===== src/rtl/sync_frame_tx.sv =====
// sync_frame_tx: serial frame transmitter. Each word goes out as 1001 sync, then payload MSB first, then optional even parity.
// Latency: the first sync bit appears the cycle after the accepting edge, and the last bit appears L = 4+DATA_W+PARITY_EN cycles after that edge.
// Backpressure: tx_ready is high in IDLE and on the last bit of a frame, so frames can run back to back with no gap.
// Ports: clk/rst (async active-high); tx_data/tx_valid/tx_ready input handshake;
//        dout/dout_en serial output; busy while a frame runs; frame_done on the last bit.
module sync_frame_tx #(
  parameter int DATA_W    = 8,
  parameter int PARITY_EN = 0
) (
  input  logic              clk,
  input  logic              rst,
  input  logic [DATA_W-1:0] tx_data,
  input  logic              tx_valid,
  output logic              tx_ready,
  output logic              dout,
  output logic              dout_en,
  output logic              busy,
  output logic              frame_done
);

  // The counter must reach 3 in SYNC even for very narrow payloads.
  localparam int CW_RAW = $clog2(DATA_W + 1);
  localparam int CW     = (CW_RAW < 2) ? 2 : CW_RAW;

  typedef enum logic [1:0] {S_IDLE, S_SYNC, S_DATA, S_PAR} state_t;

  state_t            state, nxt_state;
  logic [CW-1:0]     cnt, nxt_cnt;
  logic [DATA_W-1:0] shreg, nxt_shreg;
  logic              par, nxt_par;
  logic              take, at_last, nxt_last, nxt_dout;

  function automatic logic is_last(state_t s, logic [CW-1:0] c);
    is_last = (s == S_PAR) ||
              ((s == S_DATA) && (c == CW'(DATA_W - 1)) && (PARITY_EN == 0));
  endfunction

  always_comb begin
    nxt_state = state;
    nxt_cnt   = cnt;
    nxt_shreg = shreg;
    nxt_par   = par;
    take      = tx_valid && tx_ready;
    at_last   = is_last(state, cnt);

    case (state)
      S_SYNC: begin
        if (cnt == CW'(3)) begin
          nxt_state = S_DATA;
          nxt_cnt   = '0;
        end else begin
          nxt_cnt = cnt + CW'(1);
        end
      end
      S_DATA: begin
        // The current payload bit is always the MSB of the shift register.
        nxt_shreg = shreg << 1;
        if (cnt == CW'(DATA_W - 1)) begin
          nxt_state = (PARITY_EN != 0) ? S_PAR : S_IDLE;
          nxt_cnt   = '0;
        end else begin
          nxt_cnt = cnt + CW'(1);
        end
      end
      default: ;
    endcase

    // From IDLE or the last frame bit, either load a new word or stay idle.
    if ((state == S_IDLE) || at_last) begin
      nxt_cnt = '0;
      if (take) begin
        nxt_state = S_SYNC;
        nxt_shreg = tx_data;
        nxt_par   = ^tx_data;
      end else begin
        nxt_state = S_IDLE;
      end
    end

    // Output values for the next cycle are derived from the next state so the
    // ports can be driven straight from flops.
    case (nxt_state)
      S_SYNC:  nxt_dout = (nxt_cnt == '0) || (nxt_cnt == CW'(3));
      S_DATA:  nxt_dout = nxt_shreg[DATA_W-1];
      S_PAR:   nxt_dout = nxt_par;
      default: nxt_dout = 1'b0;
    endcase
    nxt_last = is_last(nxt_state, nxt_cnt);
  end

  always_ff @(posedge clk or posedge rst) begin
    if (rst) begin
      state      <= S_IDLE;
      cnt        <= '0;
      shreg      <= '0;
      par        <= 1'b0;
      dout       <= 1'b0;
      dout_en    <= 1'b0;
      busy       <= 1'b0;
      frame_done <= 1'b0;
      tx_ready   <= 1'b0;
    end else begin
      state      <= nxt_state;
      cnt        <= nxt_cnt;
      shreg      <= nxt_shreg;
      par        <= nxt_par;
      dout       <= nxt_dout;
      dout_en    <= (nxt_state != S_IDLE);
      busy       <= (nxt_state != S_IDLE);
      frame_done <= nxt_last;
      tx_ready   <= (nxt_state == S_IDLE) || nxt_last;
    end
  end

endmodule


===== config.mk =====
export PLATFORM = sky130hd
export DESIGN_NAME = sync_frame_tx
export DESIGN_NICKNAME = d
export VERILOG_FILES = /design/src/rtl/sync_frame_tx.sv
export SDC_FILE = /design/constraint.sdc
export NUM_CORES = 1
export LEC_CHECK = 0
export ABC_CLOCK_PERIOD_IN_PS = 2600
export BUFFER_PORTS_ARGS = -buffer_cell sky130_fd_sc_hd__buf_2
export CAP_MARGIN = 25
export CORE_MARGIN = 2
export CORE_UTILIZATION = 57
export CTS_CLUSTER_DIAMETER = 200
export CTS_CLUSTER_SIZE = 25
export DETAILED_ROUTE_END_ITERATION = 12
export PLACE_DENSITY = 0.79
export SYNTH_ARGS = -nofsm -noshare
export SYNTH_HDL_FRONTEND = slang
export SYNTH_SLANG_ARGS = --single-unit

===== constraint.sdc =====
create_clock -name clk -period 2.6 [get_ports clk]
set_input_delay 0.13 -clock clk [delete_from_list [all_inputs] [get_ports clk]]
set_output_delay 0.13 -clock clk [all_outputs]
set_load 0.02 [all_outputs]

==> metrics.json <==
{
  "die-area": {"value": 2636, "unit": "um2"},
  "synth_enable_flop_cells": {"value": 0},
  "num_io_pins": {"value": 16},
  "cts.reportedPaths.clkPinSlew": {"value": 0.11, "unit": "ns"},
  "fraction_of_final_layout_cells_with_drive_strength_greater_than_1": {"value": 24.65, "unit": "%"},
  "layout_common_cells": {"value": "dfrtp_1 (19), buf_2 (15), nand2_1 (10), xnor2_1 (10)"},
  "finalNetCount": {"value": 159},
  "finalWorstSetupSlack": {"value": 0.2357, "unit": "ns"},
  "clock_latency": {"value": 0.30, "unit": "ns"},
  "netlist-cell-type-count": {"value": 45},
  "setup.worst_path.class": {"value": "register to register"},
  "max_slew.worst_pin.slew": {"value": 0.6774, "unit": "ns"},
  "preCtsSetupSlack": {"value": 0.2869, "unit": "ns"},
  "wl_per_cell": {"value": 13.43, "unit": "um"},
  "cts_htree_levels": {"value": 1},
  "ys_ff_latch": {"value": 19},
  "critical_register_to_register_path_startpoint": {"value": "state[0]"},
  "synth_largest_area_cell": {"value": "dfrtp_1"},
  "cap_viol_max_count": {"value": 0},
  "grt_use_total": {"value": 20.45, "unit": "%"},
  "syn_avg_cell_area": {"value": 9.980, "unit": "um2"},
  "port-buffer-count": {"value": 15},
  "asyncSetResetFlopFracSynth": {"value": 100.0, "unit": "%"},
  "hold_class": {"value": "primary input to register"},
  "power_per_cell_area": {"value": 787.7, "unit": "nW/um2"},
  "detailedRoute.firstPassIterationCount": {"value": 4},
  "fp.coreArea": {"value": 2170, "unit": "um2"},
  "fillCellCount": {"value": 190},
  "worst_hold_start": {"value": "tx_data[2]"},
  "synth.top_cells.by_area": {"value": "dfrtp_1 (37%), xnor2_1 (6.9%), ha_1 (4.9%)"},
  "mappedNetlistNets": {"value": 144},
  "placed_cell_count": {"value": 165},
  "die-height": {"value": 51.34, "unit": "um"},
  "start_util": {"value": 58.88, "unit": "%"},
  "cts_tree": {"value": "done"},
  "critical_path.cell_chain": {"value": "inv_1 -> ha_1 -> nor2b_1 -> a41oi_1 -> nor3_4 -> a21oi_1 -> a32o_1"},
  "number_of_pins_with_negative_max_slew_slack_in_the_final_report": {"value": 0},
  "fin_crit": {"value": 2.364, "unit": "ns"},
  "numCtsBuffers": {"value": 3},
  "detailed_place_hpwl": {"value": 1.722, "unit": "mm"},
  "routed-via-count": {"value": 956},
  "holdPathStages": {"value": 3},
  "ys_dominant_reg_cell": {"value": "dfrtp_1"},
  "max_freq": {"value": 423.0, "unit": "MHz"},
  "final_antenna_net_count": {"value": 0},
  "totalWireLength": {"value": 2.283, "unit": "mm"},
  "critical_path_launch_point_type": {"value": "register"},
  "timing.slew.headroom": {"value": 54.79, "unit": "%"},
  "postSynthCellCount": {"value": 128},
  "critPathArrivalTime": {"value": 2.55, "unit": "ns"},
  "via_per_inst": {"value": 5.624},
  "period_share": {"value": 90.93, "unit": "%"},
  "worst_path_largest_cell_delay": {"value": 0.56, "unit": "ns"},
  "dieWidth": {"value": 51.34, "unit": "um"},
  "p_leak": {"value": 0.0005737, "unit": "uW"},
  "setup-violations-final": {"value": 0},
  "drc": {"value": 0},
  "hold_violations": {"value": 0},
  "grt_setup_unrepaired": {"value": "false"},
  "finalWeightedCongestion": {"value": 0.9754},
  "maximum_number_of_pins_on_one_net_before_global_route_repair": {"value": 20},
  "worst-r2r-cell-count": {"value": 7},
  "run_status": {"value": "finished clean"},
  "synthToLayoutAreaGrowth": {"value": 9.403, "unit": "%"},
  "clk_root_buffer_cell": {"value": "clkbuf_4"},
  "synth_warnings": {"value": 0},
  "grt.overflow.total": {"value": 0},
  "grt_first_pass_wirelength": {"value": 4.119, "unit": "mm"},
  "antenna_found_initial": {"value": 0},
  "worstPathRequired": {"value": 2.78, "unit": "ns"},
  "antenna-diode-count": {"value": 0},
  "synth.cell_area": {"value": 1277, "unit": "um2"},
  "first_iter_violations": {"value": 23},
  "critical_path.max_fanout": {"value": 15},
  "ff2ff_setup_slack": {"value": 0.24, "unit": "ns"},
  "power_total": {"value": 1101, "unit": "uW"},
  "post_layout_nonfiller_instances": {"value": 170},
  "critical_path.endpoint_type": {"value": "register"},
  "clock_sink_count": {"value": 19},
  "yosys.area.top_type_share": {"value": 37.22, "unit": "%"},
  "worst_r2r_endpoint": {"value": "dout"},
  "most_frequent_standard_cell_in_the_layout_excluding_fill_and_tap_cells": {"value": "dfrtp_1"},
  "layout_skew": {"value": 0.009726, "unit": "ns"},
  "via_count_of_the_first_global_routing_pass": {"value": 928},
  "setup-tns-final": {"value": 0, "unit": "ns"},
  "ir_worst_vdd": {"value": 0.0005565, "unit": "V"},
  "core.rowCount": {"value": 17},
  "critical-path-slowest-cell": {"value": "ha_1"},
  "synth_seq_area_share": {"value": 37.22, "unit": "%"},
  "cts-root-to-sink-buffers": {"value": 2},
  "worst_setup_path_startpoint": {"value": "state[0]"},
  "min_to": {"value": "shreg[2]"}
}
[through the flow]
stage                     hold WS (ns)  util, %  instance area, um2
final                          0.05929    64.42                1398
after global routing           0.06523    64.42                1398
after CTS                      0.05745    64.42                1398
after detailed placement        0.2634    62.69                1360
after global placement          0.2542    62.69                1360
after floorplan                0.08113        -                1277
[synthesized netlist by cell type (4+ instances only)]
| library cell | n |
|---|---|
| inv_1 | 6 |
| mux2i_1 | 6 |
| buf_2 | 4 |
| nand2b_1 | 5 |
| ha_1 | 5 |
| dfrtp_1 | 19 |
| nor2_1 | 6 |
| o21ai_1 | 5 |
| a21oi_1 | 6 |
| nor2b_1 | 4 |
| xnor2_1 | 10 |
| nand2_1 | 10 |
[per-layer routing]
layer  global-route usage, %  routed length [um]  up-vias
met1                   26.79                1045      454
met4                   6.579                  31        0
met3                   3.801                  77        4
li1                        -                   -      482
met5                       0                   0        -
met2                   34.20                1128       16
[state kept, by name, indices dropped and copies added, names as in the netlist]
register	count
shreg	8
cnt	4
state	2
busy	1
dout	1
frame_done	1
par	1
tx_ready	1
[final cells by class]
type	count	area, um2	share of cell area [%]
clock buffers	3	22.52	1.611
inverters	6	22.52	1.611
multi-input cells	95	737.0	52.73
repair buffers	18	100.1	7.162
well taps	28	35.03	2.507
clock inverters	1	5.005	0.3581
flip-flops and latches	19	475.5	34.02
[critical path, delay by kind of cell, from the launching register on]
kind                     cells  cell delay, ns
adder cells (fa/ha/maj)      1            0.56
AO/OA/AOI/OAI                3            0.55
flip-flops                   1            0.45
AND/OR/NAND/NOR              2            0.60
buffers and inverters        1            0.10
[repair_timing]
item,in CTS,in global routing
hold endpoints to repair,19,0
gates resized for setup,0,0
hold buffers,1,0
setup endpoints to repair,0,0
setup buffers,0,0
[how the worst max path moves through the flow]
| stage | endpoint | slack (ns) | depth (start not counted) |
|---|---|---|---|
| after global routing | dout | 0.06 | 7 |
| after detailed placement | dout | 0.29 | 7 |
| final | dout | 0.24 | 7 |
| after floorplan | dout | 0.60 | 8 |
| after global placement | dout | 0.40 | 7 |
| after CTS | dout | 0.27 | 7 |
[cell families after synthesis]
logic type	Yosys count	share of synthesized area (%)
AO/OA/AOI/OAI	29	16.55
XOR/XNOR	10	6.856
adder cells (fa/ha/maj)	5	4.897
buffers and inverters	14	5.093
flip-flops	19	37.22
multiplexers	8	6.464
AND/OR/NAND/NOR	43	22.92
[report_power, final]
part | leakage (uW) | internal [uW] | switching, uW | total (uW)
logic | 0.000315 | 213 | 294 | 507
clock network | 0.0000177 | 57.2 | 87.9 | 145
registers | 0.000241 | 392 | 57.0 | 449
Power figures use the tool's default switching activity.
